**config.mk**
```make
export PLATFORM = sky130hd
export DESIGN_NAME = not_share_arbiter
export DESIGN_NICKNAME = d
export VERILOG_FILES = /design/src/rtl/not_share_pkg.sv /design/src/rtl/inv_lane.sv /design/src/rtl/not_share_arbiter.sv
export SDC_FILE = /design/constraint.sdc
export NUM_CORES = 1
export LEC_CHECK = 0
export CAP_MARGIN = 5
export CORE_UTILIZATION = 35
export CTS_CLUSTER_DIAMETER = 80
export DETAILED_ROUTE_END_ITERATION = 7
export GPL_TIMING_DRIVEN = 0
export HOLD_SLACK_MARGIN = 0.03
export PLACE_DENSITY = 0.66
export SYNTH_ARGS = -nofsm -noshare
export SYNTH_HDL_FRONTEND = slang
export SYNTH_SLANG_ARGS = --single-unit
export TNS_END_PERCENT = 20
```
**constraint.sdc**
```tcl
create_clock -name clk -period 2.33 [get_ports clk]
set_clock_uncertainty 0.05 [all_clocks]
set_input_delay 0.466 -clock clk [delete_from_list [all_inputs] [get_ports clk]]
set_output_delay 0.466 -clock clk [all_outputs]
set_load 0.02 [all_outputs]
```
**src/rtl/not_share_pkg.sv**
```systemverilog
// Shared state encoding and default sizing for the not_share arbiter slice.
package not_share_pkg;

  localparam int unsigned DEF_N = 4;
  localparam int unsigned DEF_W = 8;
  localparam int unsigned ID_W  = 3;

  localparam logic [1:0] ST_IDLE    = 2'd0;
  localparam logic [1:0] ST_CAPTURE = 2'd1;
  localparam logic [1:0] ST_RESPOND = 2'd2;

endpackage

```
**src/rtl/inv_lane.sv**
```systemverilog
// Shared W-bit bitwise inverter lane.
module inv_lane #(
  parameter int unsigned W = 8
) (
  input  logic [W-1:0] a,
  output logic [W-1:0] b
);

  assign b = ~a;

endmodule

```
**src/rtl/not_share_arbiter.sv**
```systemverilog
// Round-robin arbiter granting N requesters access to one shared inverter lane.
module not_share_arbiter
  import not_share_pkg::*;
#(
  parameter int unsigned N = DEF_N,
  parameter int unsigned W = DEF_W
) (
  input  logic              clk,
  input  logic              rst,
  input  logic [N-1:0]      req,
  input  logic [N*W-1:0]    op_in,
  output logic [N-1:0]      ack,
  output logic [W-1:0]      res_out,
  output logic              res_valid,
  output logic [ID_W-1:0]   res_id,
  output logic              busy
);

  logic [1:0]      state_q, state_d;
  logic [ID_W-1:0] win_q, win_d;
  logic [ID_W-1:0] last_q, last_d;
  logic [W-1:0]    cap_q, cap_d;
  logic [N-1:0]    ack_d;
  logic            res_valid_d;
  logic [W-1:0]    res_out_d;
  logic [ID_W-1:0] res_id_d;
  logic            busy_d;
  logic [ID_W-1:0] pick;
  logic [W-1:0]    inv_b;

  // First set bit above last, then wrap to 0..last (last itself is lowest priority).
  function automatic logic [ID_W-1:0] rr_pick(input logic [N-1:0] r,
                                              input logic [ID_W-1:0] last);
    logic [ID_W-1:0] sel;
    logic            found;
    sel   = last;
    found = 1'b0;
    for (int i = 0; i < N; i++) begin
      if (!found && r[i] && (ID_W'(i) > last)) begin
        sel   = ID_W'(i);
        found = 1'b1;
      end
    end
    for (int i = 0; i < N; i++) begin
      if (!found && r[i] && (ID_W'(i) <= last)) begin
        sel   = ID_W'(i);
        found = 1'b1;
      end
    end
    return sel;
  endfunction

  assign pick = rr_pick(req, last_q);

  inv_lane #(.W(W)) u_inv (
    .a (cap_q),
    .b (inv_b)
  );

  // Next-state and next-output logic.
  always_comb begin
    state_d     = state_q;
    win_d       = win_q;
    last_d      = last_q;
    cap_d       = cap_q;
    ack_d       = '0;
    res_valid_d = 1'b0;
    res_out_d   = res_out;
    res_id_d    = res_id;
    case (state_q)
      ST_IDLE: begin
        if (|req) begin
          state_d = ST_CAPTURE;
          win_d   = pick;
          for (int i = 0; i < N; i++) begin
            ack_d[i] = (pick == ID_W'(i));
            if (pick == ID_W'(i)) cap_d = op_in[i*W +: W];
          end
        end
      end
      ST_CAPTURE: begin
        state_d     = ST_RESPOND;
        res_valid_d = 1'b1;
        res_out_d   = inv_b;
        res_id_d    = win_q;
      end
      ST_RESPOND: begin
        state_d = ST_IDLE;
        last_d  = win_q;
      end
      default: state_d = ST_IDLE;
    endcase
    busy_d = (state_d != ST_IDLE);
  end

  always_ff @(posedge clk) begin
    if (rst) begin
      state_q   <= ST_IDLE;
      win_q     <= '0;
      last_q    <= ID_W'(N - 1);
      cap_q     <= '0;
      ack       <= '0;
      res_valid <= 1'b0;
      res_out   <= '0;
      res_id    <= '0;
      busy      <= 1'b0;
    end else begin
      state_q   <= state_d;
      win_q     <= win_d;
      last_q    <= last_d;
      cap_q     <= cap_d;
      ack       <= ack_d;
      res_valid <= res_valid_d;
      res_out   <= res_out_d;
      res_id    <= res_id_d;
      busy      <= busy_d;
    end
  end

endmodule

```
Yosys cells after proc, flatten, opt, wreduce, memory -nomap -nowiden
Index checks and enable logic that the tools add are counted.
- input bits: 38
- output and inout port bits: 17
- flip-flop bits (word level): 33
- mux-type cells: 22
- reductions and logical operators: 30
- eq/ne operators: 5
- magnitude comparators: 8
- bitwise gates (word level): 3
- operators with widths (cell ; count):
    2-to-1 mux 8 bit ; 4
    2-to-1 mux 3 bit ; 8
    logical AND 1 bit ; 15
    2-to-1 mux 1 bit ; 8
    inverter 8 bit ; 1
    zero test 1 bit ; 7
    equality test 3 x 2 -> 1 bit (second input constant) ; 2
    greater-than comparator 1 x 3 -> 1 bit (first input constant) ; 2
    greater-than comparator 2 x 3 -> 1 bit (first input constant) ; 2
    <= comparator 1 x 3 -> 1 bit (first input constant) ; 2
    <= comparator 2 x 3 -> 1 bit (first input constant) ; 2
    one-hot mux 2 bit (2 select lines) ; 1
    nonzero test 4 bit ; 1
    OR reduction 4 bit ; 1
    equality test 3 x 1 -> 1 bit (second input constant) ; 1
    zero test 3 bit ; 1
    AND reduction 3 bit ; 1
    OR reduction 3 bit ; 1
    equality test 2 x 1 -> 1 bit (second input constant) ; 1
    equality test 2 bit (second input constant) ; 1
    zero test 2 bit ; 1
    2-to-1 mux 2 bit ; 1
    inverter 1 bit ; 2
    AND reduction 2 bit ; 1
    nonzero test 2 bit ; 1

Logic depth before layout (Yosys ltp)
- word-level depth: 36
- depth in mapped cells: 7
- depth with buffers taken out: 6

Cells and area by module
A second synthesis with hierarchy kept.
- cell total of the unflattened synthesis: 181
- area total of the unflattened synthesis: 1641.6 um2
- by module, submodules not included (module ; times used ; sequential area each (um2) ; area an instance (um2) ; cells each):
    not_share_arbiter ; 1 ; 640.6 ; 1611.5 ; 173
    inv_lane ; 1 ; 0.0 ; 30.0 ; 8

Worst setup path before layout
OpenSTA, ideal clock, no wires.
- path type: input to register
- from: input req[1]
- to: register cap_q[7]
- setup time: 0.117 ns
- setup slack: 0.410 ns
- required time: 2.163 ns
- cell stages on the path: 6
- arrival: 1.753 ns
- cells stage by stage: nor2b_4 > o211ai_2 > a31oi_1 > nand2_2 > a311o_1 > a32o_1
- word-level cells in the longest chain between the ends: 31
- elaborated cells between the ends (all ways): 43
- classes of those cells: 3 x eq/ne; 16 x mux; 24 x reduce/logical
- ends and longest elaborated chain (item ; RTL line ; source):
    from (decl) ; not_share_arbiter.sv:10 ; input logic [N-1:0] req,
    logical AND 1 bit (2 in series) ; not_share_arbiter.sv:39 ; if (!found && r[i] && (ID_W'(i) > last)) begin
    2-to-1 mux 1 bit ; not_share_arbiter.sv:39 ;
    zero test 1 bit ; not_share_arbiter.sv:39 ;
    logical AND 1 bit (2 in series) ; not_share_arbiter.sv:39 ;
    2-to-1 mux 1 bit ; not_share_arbiter.sv:39 ;
    zero test 1 bit ; not_share_arbiter.sv:39 ;
    logical AND 1 bit (2 in series) ; not_share_arbiter.sv:39 ;
    2-to-1 mux 1 bit ; not_share_arbiter.sv:39 ;
    [8 not listed] ; n/a ;
    zero test 1 bit ; not_share_arbiter.sv:45 ; if (!found && r[i] && (ID_W'(i) <= last)) begin
    logical AND 1 bit (2 in series) ; not_share_arbiter.sv:45 ;
    2-to-1 mux 1 bit ; not_share_arbiter.sv:45 ;
    zero test 1 bit ; not_share_arbiter.sv:45 ;
    logical AND 1 bit (2 in series) ; not_share_arbiter.sv:45 ;
    2-to-1 mux 3 bit ; not_share_arbiter.sv:45 ;
    equality test 3 x 1 -> 1 bit ; not_share_arbiter.sv:77 ; if (pick == ID_W'(i)) cap_d = op_in[i*W +: W];
    2-to-1 mux 8 bit (3 in series) ; not_share_arbiter.sv:77 ;
    to (signal assigned) ; not_share_arbiter.sv:111 ; cap_q <= cap_d;
    to (decl) ; not_share_arbiter.sv:22 ; logic [W-1:0] cap_q, cap_d;
Parallel ways exist; a longest one is shown, timed or not.
A chain may end at the register's enable or synchronous reset.

Worst setup path after layout
Ends and elaborated chain as after synthesis.

==> results.ini <==
[sta]
final_max_slew_viol_count = 0
fin_crit_sh_pct = 96.96
clock.fmax_mhz = 442.7
worstMarginPinSlew_ns = 0.5068
hold_viol_final = 0
fin_crit_ns = 2.259
rsz0062_at_grt = false
slew_headroom_pct = 66.21
holdWs_ns = 0.3994
setup_viol = 0

[clocking]
h-tree-depth = 2
cts_tree = built
clock_sinks = 32
clock_latency_ns = 0.28
clk_pin_slew_ns = 0.07
holdBufCountCts = 0
clock_path_buffers = 2
numCtsBuffers = 5
ctsRootBufferMaster = clkbuf_8

[logic_synthesis]
synth-seq-cells = 32
synth_ff_type = dfxtp_1
syn-cell-area_um2 = 1449
yosys.area.top_type = dfxtp_1
synth.area.top_cells = dfxtp_1 (44%), mux2i_1 (12%), nor2_1 (4.9%)
synth_common_cells = dfxtp_1 (32), nor2_1 (19), mux2i_1 (17), nand2_1 (10), nand3b_1 (8)
synth_area_per_cell_um2 = 9.408
ys_warn_count = 0
synth_nets = 192
ys_types = 37
netlist_instances = 154
async_reset_ff_share_pct = 0
synth_edf_count = 0
synth_top_area_share_pct = 44.21
synth-seq-area-share_pct = 44.21
yosysMostFrequentCell = dfxtp_1

[placed_design]
dp_hpwl_um = 3064
dp.cells = 258
placed_cell_area_um2 = 2052
portBuffers = 54
routabilityCongestion = 0.8432

[drt]
drc = 0
antenna_left = 0
vias_per_cell = 5.199
drt_iter0_drc = 62
wl_per_cell_um = 15.16
first_pass_iters = 4
routed_wl_um = 4047
vias = 1388

[global_routing]
track_usage_pct = 19.93
overflow = 0
grt_pass1_wl_um = 6610
grt_pass1_vias = 1475
antenna_found_initial = 0
grt_max_degree = 11

[critical_path]
path_class = input port to register
crit_fanout = 4
crit_path_cell_trace = clkdlybuf4s50_1 > nor2b_4 > o211ai_4 > a32oi_2 > o21ai_2 > or3_1 > a32o_1
crit_buf_inv = 1
required_ns = 2.46
cpMaxStageDelayCell = clkdlybuf4s50_1
startpoint_type = input port
worstPathArrival_ns = 2.39
critPathMaxStageDelay_ns = 0.52
end_kind = register
cp_top_family = compound AO/OA/AOI/OAI gates

[power]
p_per_area_nw_per_um2 = 715.5
p_leak_nw = 0.9084
total_power_mw = 1.598
peakVddDrop_mv = 0.3300

[die]
rows = 23
coreArea_um2 = 4000
initial_core_util_pct = 36.22
dieHeight_um = 66.34
ios = 55
die_w_um = 66.34
die-area_um2 = 4401

[final_layout]
n_antenna_cell = 0
layout.nets = 254
fill_cells = 350
drive_gt1_share_pct = 9.677
stdcell_area_um2 = 2233
fin_cells = 267
synthToLayoutAreaGrowth_pct = 54.14

[run_status]
outcome = complete, no violations

[run]
maxCapViolCount = 0

[min_path]
hold_path.class = register to register

[cells in the final DEF, fill, tap and decap left out, types with 2 or more instances in the layout]
| master | n |
|---|---|
| inv_1 | 2 |
| nor2_1 | 19 |
| nand2b_1 | 5 |
| clkdlybuf4s50_1 | 52 |
| clkbuf_8 | 7 |
| a21oi_1 | 7 |
| a21o_1 | 3 |
| clkbuf_1 | 6 |
| a211oi_1 | 6 |
| o221ai_1 | 7 |
| nor2b_1 | 4 |
| nor3_1 | 2 |
| buf_4 | 3 |
| dfxtp_1 | 32 |
| dlymetal6s2s_1 | 2 |
| nand3b_1 | 8 |
| nand2_1 | 10 |
| mux2i_1 | 17 |
[power by group]
part,total (mW),internal (mW),switching (mW)
combinational,0.376,0.195,0.181
sequential,0.634,0.601,0.0335
clock,0.588,0.377,0.211
total,1.60,1.17,0.425
[metal layers]
metal / vias up / track usage (%) / share of wire, %
met5: - / 0 / 0
met4: 0 / 7.447 / 2.1
met3: 9 / 6.379 / 4.2
met2: 30 / 34.31 / 52
met1: 665 / 22.78 / 41
li1: 684 / - / -
[what timing repair did]
item	CTS	global route
buffers inserted	0	2
gates resized for setup	2	7
setup endpoints to repair	4	10
pin swaps	0	2
[sequential cells by signal, indices dropped and copies added (netlist names)]
name / count
res_out: 8
last_q: 3
state_q: 1
res_valid: 1
cap_q: 8
busy: 1
res_id: 3
win_q: 3
ack: 4
[per-stage QoR]
stage | TNS (ns) | setup WS, ns | util (%)
3_5_place_dp | -2.682 | -0.3233 | 51.30
5_1_grt | 0 | 0.004912 | 55.83
4_1_cts | -0.03891 | -0.02405 | 54.68
6_report | 0 | 0.07089 | 55.83
3_3_place_gp | -1.972 | -0.3082 | 51.30
2_1_floorplan | 0 | 0.4099 | -
[worst paths after layout]
path	endpoint	slack, ns	cells after the start	start
worst max-delay path	cap_q[7]	0.07	7	req[1]
worst min-delay path	res_out[5]	0.40	1	cap_q[5]
worst max register to register	cap_q[7]	0.26	6	last_q[0]
worst min register to register	res_out[5]	0.40	1	cap_q[5]
[final cells by class]
type	instances	area (um^2)	area share [%]
multi-input cells	112	805.8	36.08
clock inverters	1	30.03	1.345
flip-flops and latches	32	640.6	28.68
repair buffers	56	560.5	25.10
inverters	2	7.507	0.3361
clock buffers	7	96.34	4.314
plain buffers	7	30.03	1.345
well taps	50	62.56	2.801
[logic make-up after synthesis]
kind of cell | share of synthesized area, %
AOI/OAI and AO/OA | 20.21
buffers and inverters | 2.677
DFF | 44.21
muxes | 11.74
and+or+nand+nor | 21.16
(Power assumes the default switching activity.)
